## config.mk

```make
export PLATFORM = sky130hd
export DESIGN_NAME = serv_rf_ram_bridge
export DESIGN_NICKNAME = d
export VERILOG_FILES = /design/src/rtl/serv_rf_ram_bridge.sv
export SDC_FILE = /design/constraint.sdc
export NUM_CORES = 1
export LEC_CHECK = 0
export CAP_MARGIN = 10
export CORE_ASPECT_RATIO = 1.5
export CORE_MARGIN = 8
export CORE_UTILIZATION = 55
export CTS_CLUSTER_SIZE = 24
export DETAILED_ROUTE_END_ITERATION = 16
export GPL_ROUTABILITY_DRIVEN = 0
export PLACE_DENSITY = 0.89
export SLEW_MARGIN = 20
export SYNTH_ARGS = -nofsm -noshare
export SYNTH_HDL_FRONTEND = slang
export SYNTH_SLANG_ARGS = --single-unit
```

## constraint.sdc

```tcl
create_clock -name i_clk -period 3.15 [get_ports i_clk]
set_input_delay 0.315 -clock i_clk [delete_from_list [all_inputs] [get_ports i_clk]]
set_output_delay 0.315 -clock i_clk [all_outputs]
set_load 0.005 [all_outputs]
```

## src/rtl/serv_rf_ram_bridge.sv

```systemverilog
// Packs two serial register-file write ports into RAM words and unpacks prefetched RAM words
// into two serial read streams; writes land 1-2 cycles after a word completes, reads stream from rreq+4, no backpressure.
module serv_rf_ram_bridge #(
  parameter int width    = 8,
  parameter int W        = 1,
  parameter int csr_regs = 4,
  localparam int rw = 5 + ((csr_regs > 0) ? 1 : 0),
  localparam int ww = $clog2(32 / width),
  localparam int aw = rw + ww
) (
  input  logic             i_clk,
  input  logic             i_rst_n,
  input  logic [rw-1:0]    i_wreg0,
  input  logic [rw-1:0]    i_wreg1,
  input  logic             i_wen0,
  input  logic             i_wen1,
  input  logic [W-1:0]     i_wdata0,
  input  logic [W-1:0]     i_wdata1,
  input  logic             i_rreq,
  input  logic [rw-1:0]    i_rreg0,
  input  logic [rw-1:0]    i_rreg1,
  output logic             o_ready,
  output logic [W-1:0]     o_rdata0,
  output logic [W-1:0]     o_rdata1,
  output logic [aw-1:0]    o_waddr,
  output logic [width-1:0] o_wdata,
  output logic             o_wen,
  output logic [aw-1:0]    o_raddr,
  output logic             o_ren,
  input  logic [width-1:0] i_rdata
);

  localparam int B     = width / W;
  localparam int LB    = $clog2(B);
  localparam int WCW   = 5 - $clog2(W);
  localparam int WWX   = (ww > 0) ? ww : 1;
  localparam int BEATS = 32 / W;
  localparam int RCW   = $clog2(BEATS + 3);
  localparam int LAST  = BEATS + 2;

  // A 32-bit register held in one RAM word has no word-index field.
  function automatic logic [aw-1:0] mkaddr(input logic [rw-1:0] r, input logic [WWX-1:0] w);
    logic [rw+WWX-1:0] t;
    t = {r, w};
    if (ww == 0) t = t >> 1;
    return t[aw-1:0];
  endfunction

  // ---------------------------------------------------------------- write side
  logic [WCW-1:0]   wcnt_q, wcnt_d;
  logic [width-1:0] pk0_q, pk0_d, pk1_q, pk1_d;
  logic [width-1:0] pk0_nx, pk1_nx;
  logic             wen_q, wen_d;
  logic [aw-1:0]    waddr_q, waddr_d;
  logic [width-1:0] wdata_q, wdata_d;
  logic             slot2_q, slot2_d;
  logic             wen1_q, wen1_d;
  logic [aw-1:0]    waddr1_q, waddr1_d;
  logic [width-1:0] wdata1_q, wdata1_d;
  logic             wbeat, wdone;
  logic [WWX-1:0]   wword;

  assign wbeat  = i_wen0 | i_wen1;
  assign wdone  = wbeat && (wcnt_q[LB-1:0] == {LB{1'b1}});
  assign wword  = WWX'(wcnt_q >> LB);
  assign pk0_nx = {i_wdata0, pk0_q[width-1:W]};
  assign pk1_nx = {i_wdata1, pk1_q[width-1:W]};

  always_comb begin
    wcnt_d   = wcnt_q;
    pk0_d    = pk0_q;
    pk1_d    = pk1_q;
    wen_d    = 1'b0;
    waddr_d  = waddr_q;
    wdata_d  = wdata_q;
    slot2_d  = wdone;
    wen1_d   = wen1_q;
    waddr1_d = waddr1_q;
    wdata1_d = wdata1_q;
    if (wbeat) begin
      wcnt_d = wcnt_q + WCW'(1);
      pk0_d  = pk0_nx;
      pk1_d  = pk1_nx;
    end
    // Port-0 word goes out straight away; port-1 word waits one cycle in the *1 registers.
    if (wdone) begin
      wen_d    = i_wen0;
      waddr_d  = mkaddr(i_wreg0, wword);
      wdata_d  = pk0_nx;
      wen1_d   = i_wen1;
      waddr1_d = mkaddr(i_wreg1, wword);
      wdata1_d = pk1_nx;
    end else if (slot2_q) begin
      wen_d   = wen1_q;
      waddr_d = waddr1_q;
      wdata_d = wdata1_q;
    end
  end

  always_ff @(posedge i_clk) begin
    if (!i_rst_n) begin
      wcnt_q   <= '0;
      pk0_q    <= '0;
      pk1_q    <= '0;
      wen_q    <= 1'b0;
      waddr_q  <= '0;
      wdata_q  <= '0;
      slot2_q  <= 1'b0;
      wen1_q   <= 1'b0;
      waddr1_q <= '0;
      wdata1_q <= '0;
    end else begin
      wcnt_q   <= wcnt_d;
      pk0_q    <= pk0_d;
      pk1_q    <= pk1_d;
      wen_q    <= wen_d;
      waddr_q  <= waddr_d;
      wdata_q  <= wdata_d;
      slot2_q  <= slot2_d;
      wen1_q   <= wen1_d;
      waddr1_q <= waddr1_d;
      wdata1_q <= wdata1_d;
    end
  end

  assign o_wen   = wen_q;
  assign o_waddr = waddr_q;
  assign o_wdata = wdata_q;

  // ----------------------------------------------------------------- read side
  typedef enum logic {R_IDLE = 1'b0, R_ACTIVE = 1'b1} rstate_t;

  rstate_t          state_q, state_d;
  logic [RCW-1:0]   rcnt_q, rcnt_d;
  logic [rw-1:0]    rreg0_q, rreg0_d, rreg1_q, rreg1_d;
  logic             rvld_q, rvld_d, rsel_q, rsel_d;
  logic [width-1:0] stg0_q, stg0_d;
  logic [width-1:0] sh0_q, sh0_d, sh1_q, sh1_d;
  logic [LB-1:0]    rphase;
  logic             rd_fetch, rd_sel;

  assign rphase = rcnt_q[LB-1:0];

  always_ff @(posedge i_clk) begin
    if (!i_rst_n) state_q <= R_IDLE;
    else          state_q <= state_d;
  end

  always_comb begin
    state_d = state_q;
    case (state_q)
      R_IDLE:   if (i_rreq) state_d = R_ACTIVE;
      R_ACTIVE: if (rcnt_q == RCW'(LAST)) state_d = R_IDLE;
      default:  state_d = R_IDLE;
    endcase
  end

  // rs1 word k is fetched at rcnt = k*B and rs2 word k at k*B+1; both land before beat k*B.
  always_comb begin
    rd_fetch = 1'b0;
    rd_sel   = 1'b0;
    o_ready  = 1'b0;
    if (state_q == R_ACTIVE) begin
      rd_fetch = (rcnt_q < RCW'(BEATS)) && ({1'b0, rphase} <= (LB+1)'(1));
      rd_sel   = rphase[0];
      o_ready  = (rcnt_q == RCW'(2)) && i_rst_n;
    end
    o_ren   = rd_fetch && i_rst_n;
    o_raddr = mkaddr(rd_sel ? rreg1_q : rreg0_q, WWX'(rcnt_q >> LB));
  end

  always_comb begin
    rcnt_d  = rcnt_q;
    rreg0_d = rreg0_q;
    rreg1_d = rreg1_q;
    if (state_q == R_IDLE) begin
      if (i_rreq) begin
        rcnt_d  = '0;
        rreg0_d = i_rreg0;
        rreg1_d = i_rreg1;
      end
    end else begin
      rcnt_d = rcnt_q + RCW'(1);
    end
  end

  // rs1 data parks in stg0 for a cycle so both streams reload on the same edge.
  always_comb begin
    rvld_d = o_ren;
    rsel_d = rd_sel;
    stg0_d = (rvld_q && !rsel_q) ? i_rdata : stg0_q;
    if (rvld_q && rsel_q) begin
      sh0_d = stg0_q;
      sh1_d = i_rdata;
    end else begin
      sh0_d = sh0_q >> W;
      sh1_d = sh1_q >> W;
    end
  end

  always_ff @(posedge i_clk) begin
    if (!i_rst_n) begin
      rcnt_q  <= '0;
      rreg0_q <= '0;
      rreg1_q <= '0;
      rvld_q  <= 1'b0;
      rsel_q  <= 1'b0;
      stg0_q  <= '0;
      sh0_q   <= '0;
      sh1_q   <= '0;
    end else begin
      rcnt_q  <= rcnt_d;
      rreg0_q <= rreg0_d;
      rreg1_q <= rreg1_d;
      rvld_q  <= rvld_d;
      rsel_q  <= rsel_d;
      stg0_q  <= stg0_d;
      sh0_q   <= sh0_d;
      sh1_q   <= sh1_d;
    end
  end

  assign o_rdata0 = sh0_q[W-1:0];
  assign o_rdata1 = sh1_q[W-1:0];

endmodule

```

==> results of run 1 <==
-- kinds of logic (layout without fill, tap and decap cells) --
logic type                 count (synthesis)  count (layout)  synth area share, %
adders and majority gates                  5               5                 1.53
muxes                                     31              31                 7.85
AOI/OAI and AO/OA                         90              90                 17.6
DFF                                       99              99                 48.6
xor gates and xnor gates                   3               3                0.644
and+or+nand+nor                          179             179                 18.9
buffers and inverters                     35              88                 4.94
-- registers in the layout, indices dropped and copies added (netlist names), 5 cells and up --
signal    flops
o_waddr       8
sh0_q         8
sh1_q         8
rreg1_q       6
wdata1_q      8
o_wdata       8
wcnt_q        5
rreg0_q       6
pk1_q         7
pk0_q         7
stg0_q        8
rcnt_q        6
waddr1_q      8
-- cells in the final DEF (no fill, tap or decap), types with 4 or more instances in the layout --
master / count
and2_1: 5
nor2_1: 4
nor2b_1: 14
dfxtp_1: 99
clkbuf_8: 9
a21boi_1: 63
ha_1: 5
mux2_1: 6
mux2i_1: 23
o211a_1: 14
nand2_1: 138
clkdlybuf4s50_1: 66
and3_1: 4
-- worst max-delay path: cells and delay by family, from the launching register on --
| family | cells | cell delay (ns) |
|---|---|---|
| buf+inv | 1 | 0.46 |
| flops | 1 | 0.61 |
| simple gates | 1 | 0.31 |
| mux | 1 | 0.40 |
-- per-stage QoR --
step                total power [mW]  cell area (sq um)  utilization (%)  hold slack [ns]
floorplan                       1.42               4080                -            0.421
global placement                1.49               4700             65.0            0.427
detailed placement              1.49               4700             65.0            0.431
CTS                             2.22               4880             67.5            0.282
global route                    2.29               4880             67.5            0.326
finish                          2.19               4880             67.5            0.299
-- worst paths after layout --
kind,from,slack (ns),endpoint
max reg2reg,wcnt_q[0],1.34,o_waddr[0]
max,state_q,0.68,o_raddr[6]
min reg2reg,sh1_q[6],0.45,sh1_q[5]
min,i_rst_n,0.30,rvld_q
-- power groups by stage --
stage	Sequential (mW)	Combinational, mW	Clock, mW
5_1_grt	1.30	0.185	0.809
2_1_floorplan	1.32	0.0987	0
4_1_cts	1.30	0.170	0.749
3_5_place_dp	1.33	0.169	0
3_3_place_gp	1.32	0.165	0
6_report	1.30	0.169	0.730
-- synthesized netlist by cell type, types with 2 or more instances --
library cell,number,area [sq um]
nor4b_1,2,17.5
and2_1,5,31.3
nand2b_1,2,12.5
mux2_1,6,67.6
nand2_1,138,518
buf_6,3,33.8
nand3_1,3,15.0
and3_1,4,25.0
o21a_1,3,22.5
nand4_1,3,18.8
o21ai_1,2,10.0
xnor2_1,3,26.3
buf_2,11,55.1
mux2i_1,23,230
ha_1,5,62.6
clkbuf_1,10,37.5
buf_4,9,67.6
dfxtp_1,99,1980
o211a_1,14,140
o2111ai_1,3,26.3
nor2_1,4,15.0
a21boi_1,63,473
nor2b_1,14,87.6
mux2_2,2,22.5
-- final cells by class --
| type | instances | area (sq um) | area share, % |
|---|---|---|---|
| flip-flops and latches | 99 | 1980 | 40.6 |
| repair buffers | 70 | 688 | 14.1 |
| inverters | 2 | 7.51 | 0.154 |
| multi-input cells | 308 | 1900 | 38.9 |
| well taps | 100 | 125 | 2.57 |
| clock buffers | 9 | 124 | 2.54 |
| clock inverters | 7 | 53.8 | 1.10 |
-- per-layer routing --
| metal | up-vias | global-route usage (%) | part of all wire, % |
|---|---|---|---|
| li1 | 1567 | - | - |
| met1 | 1462 | 17.5 | 40 |
| met2 | 37 | 29.2 | 55 |
| met3 | 12 | 2.58 | 2.3 |
| met4 | 0 | 10.1 | 2.5 |
| met5 | - | 0 | 0 |
==> results.json, run 1 <==
{
  "critPathLaunchType": "flip-flop",
  "grt.total_usage_pct": 16.4,
  "clk_pin_slew_ns": 0.09,
  "die_area_sq_um": 10500,
  "crit_arrival_ns": 2.15,
  "syn-instance-count": 442,
  "crit_path_top_delay_cell": "dfxtp_1",
  "cts_resized": 0,
  "cp_slowest_stage_delay_ns": 0.61,
  "cts_tree": "built",
  "grt_max_degree": 99,
  "layout_min_cycle_time_ns": 2.47,
  "switching_share_pct": 24.3,
  "synth_warnings": 0,
  "cp.required_ns": 2.83,
  "final-max-slew-violation-count": 0,
  "cts_setup_buffers": 0,
  "drive_gt1_share_pct": 5.05,
  "combPwrFrac_pct": 7.7,
  "vdd_drop_max_uv": 332,
  "cts-root-buf": "clkbuf_8",
  "die_h_microns": 121,
  "viasPerCell": 5.17,
  "nets": 534,
  "end_kind": "output pin",
  "rows": 38,
  "hp-class": "in2reg",
  "status": "complete, no violations",
  "core_area_sq_um": 7230,
  "nFillCells": 587,
  "clock_latency_ns": 0.36,
  "place_inst": 579,
  "ys_seq_area_share_pct": 48.6,
  "place_ws_ns": 1.09,
  "syn_nets": 486,
  "finalWorstSetupSlack_ns": 0.685,
  "p_sw_uw": 532,
  "holdBufCountCts": 0,
  "drtAntennaViolNets": 0,
  "overflow": 0,
  "setup_violations": 0,
  "hold_depth": 3,
  "cp_max_fo": 16,
  "clock.fmax_mhz": 406,
  "power_frac_seq_pct": 59.1,
  "n_antenna_cell": 0,
  "avgRoutedWirePerCell_microns": 14.0,
  "dr_total_vias": 3078,
  "initial_core_util_pct": 56.5,
  "port_buffers": 67,
  "synth-edff-count": 0,
  "min_period_over_period_pct": 78.3,
  "first_pass_iters": 4,
  "ff2ff_path_depth": 5,
  "drv_cap": 0,
  "crit_chain": "nand2_1 > mux2_1 > clkdlybuf4s50_1",
  "areaGrowthSynthToFinish_pct": 19.5,
  "instances_no_fill": 595,
  "worst_pin_slew_ns": 1.01,
  "yosys.cell_types.count": 35,
  "routed_wl_microns": 8320,
  "first_iter_violations": 94,
  "grt_pass1_wl_microns": 13800,
  "cts.path.max_buffers": 2,
  "finalHoldViolCount": 0,
  "synthFlopType": "dfxtp_1",
  "finClkSkew_ns": 0.00814,
  "first_global_vias": 3067,
  "slew_headroom_pct": 32.5,
  "numCtsBuffers": 9,
  "io_pins": 68,
  "synth_area_sq_um": 4080,
  "antenna_found_initial": 0,
  "drc": 0,
  "hpwl_microns": 5830,
  "ys_seq_elements": 99,
  "critPathKind": "reg2out",
  "clock_sinks": 99,
  "p_per_area_nw_per_um2": 450,
  "p_clk_share_pct": 33.3,
  "cts-htree-levels": 3,
  "async_flop_share_pct": 0,
  "rsz0062_at_grt": "no",
  "p_int_mw": 1.66,
  "power.leakage_nw": 1.88,
  "avgSynthCellArea_sq_um": 9.23,
  "die_w_microns": 86.3,
  "tns_ns": 0
}
Power figures use the tool's default switching activity.
==> run 2: changes to the inputs <==
--- a/config.mk
+++ b/config.mk
@@ -8,11 +8,11 @@
 export CAP_MARGIN = 10
 export CORE_ASPECT_RATIO = 1.5
 export CORE_MARGIN = 8
-export CORE_UTILIZATION = 55
+export CORE_UTILIZATION = 53
 export CTS_CLUSTER_SIZE = 24
 export DETAILED_ROUTE_END_ITERATION = 16
 export GPL_ROUTABILITY_DRIVEN = 0
-export PLACE_DENSITY = 0.89
+export PLACE_DENSITY = 0.87
 export SLEW_MARGIN = 20
 export SYNTH_ARGS = -nofsm -noshare
 export SYNTH_HDL_FRONTEND = slang
==> constraint.sdc (replaced) <==
create_clock -name i_clk -period 2.4 [get_ports i_clk]
set_input_delay 0.24 -clock i_clk [delete_from_list [all_inputs] [get_ports i_clk]]
set_output_delay 0.24 -clock i_clk [all_outputs]
set_load 0.005 [all_outputs]
==> run 2 against run 1 <==
Sequential cell count unchanged. Critical path depth unchanged. Setup slack worse by 0.58 ns. Clock skew down 0.0016 ns. Largest cell class unchanged. Final cell count up 0.50%. Clock power up 95%. Sequential power up 31%. First-iteration DRC count up 16%.
==> results.json, run 2 (synthesis results as in run 1) <==
{
  "nets": 536,
  "io_pins": 68,
  "cts_setup_buffers": 0,
  "first_global_vias": 3049,
  "cp_max_fo": 16,
  "cts-root-buf": "clkbuf_16",
  "p_per_area_nw_per_um2": 668,
  "first_iter_violations": 109,
  "hp-class": "in2reg",
  "numCtsBuffers": 9,
  "final-max-slew-violation-count": 0,
  "cp.required_ns": 2.16,
  "finClkSkew_ns": 0.00657,
  "vdd_drop_max_uv": 464,
  "die_h_microns": 123,
  "n_antenna_cell": 0,
  "end_kind": "output pin",
  "avgRoutedWirePerCell_microns": 13.8,
  "status": "complete, no violations",
  "layout_commonest_cell": "nand2_1",
  "utilization_pct": 66.3,
  "clock_latency_ns": 0.34,
  "nFillCells": 613,
  "port_buffers": 67,
  "routed_wl_microns": 8270,
  "tns_ns": 0,
  "grt.total_usage_pct": 15.8,
  "min_period_over_period_pct": 95.8,
  "die_w_microns": 87.6,
  "dpl_cell_area_sq_um": 4720,
  "rows": 39,
  "critPathKind": "reg2out",
  "worst_pin_slew_ns": 0.774,
  "holdBufCountCts": 0,
  "viasPerCell": 5.16,
  "core_area_sq_um": 7560,
  "drv_cap": 0,
  "design_area_sq_um": 5010,
  "overflow": 0,
  "initial_core_util_pct": 53.9,
  "layout_min_cycle_time_ns": 2.30,
  "slew_headroom_pct": 48.4,
  "drive_gt1_share_pct": 4.84,
  "areaGrowthSynthToFinish_pct": 22.8,
  "antenna_found_initial": 0,
  "cts.path.max_buffers": 2,
  "final_cell_mix": "nand2_1 (138), dfxtp_1 (99), clkdlybuf4s50_1 (66)",
  "cts-htree-levels": 3,
  "cts_tree": "built",
  "first_pass_iters": 4,
  "dr_total_vias": 3085,
  "instances_no_fill": 598,
  "grt_max_degree": 99,
  "die_area_sq_um": 10800,
  "drtAntennaViolNets": 0,
  "critPathLaunchType": "flip-flop",
  "clk_pin_slew_ns": 0.06,
  "setup_violations": 0,
  "hpwl_microns": 5640,
  "holdWs_ns": 0.271,
  "clock_sinks": 99,
  "place_inst": 583,
  "cts_resized": 0,
  "rsz0062_at_grt": "no",
  "ff2ff_path_depth": 5,
  "drc": 0,
  "clock.fmax_mhz": 435,
  "power.leakage_nw": 1.96,
  "grt_pass1_wl_microns": 13500,
  "finalHoldViolCount": 0,
  "crit_arrival_ns": 2.06,
  "hold_depth": 3
}
run 2: critical path, cell delays in order (launching register included):
cell and delay, ns:
dfxtp_1 0.58, nand2_1 0.29, mux2_1 0.39, clkdlybuf4s50_1 0.47
run 2: where the power goes:
group / internal (mW) / switching (mW) / leakage (nW)
registers: 1.68 / 0.0261 / 0.802
clock network: 0.857 / 0.562 / 0.146
logic: 0.128 / 0.0960 / 1.01
run 2: metrics by stage:
stage | total power, mW | worst slack, ns
floorplan | 1.86 | 0.978
global placement | 1.96 | 0.564
detailed placement | 1.96 | 0.476
CTS | 3.38 | 0.114
global route | 3.46 | 0.0360
finish | 3.35 | 0.102
run 2: per-layer routing:
layer  global-route usage, %  routed length, microns
met1                    16.5                    3400
met2                    28.5                    4370
met3                    2.79                     287
met4                    9.51                     208
met5                       0                       0
run 2: layout make-up:
class | instances | area, sq um | area share, %
Sequential cell | 99 | 1980 | 39.5
Tap cell | 102 | 128 | 2.55
Clock inverter | 2 | 35.0 | 0.699
Multi-Input combinational cell | 308 | 1900 | 37.8
Inverter | 2 | 7.51 | 0.150
Timing Repair Buffer | 72 | 703 | 14.0
Clock buffer | 13 | 260 | 5.19
run 2: worst paths after layout:
path	slack [ns]	end	startpoint
max	0.10	o_raddr[7]	state_q
min reg2reg	0.44	sh1_q[0]	sh1_q[1]
max reg2reg	0.64	o_waddr[0]	wcnt_q[0]
min	0.27	rvld_q	i_rst_n
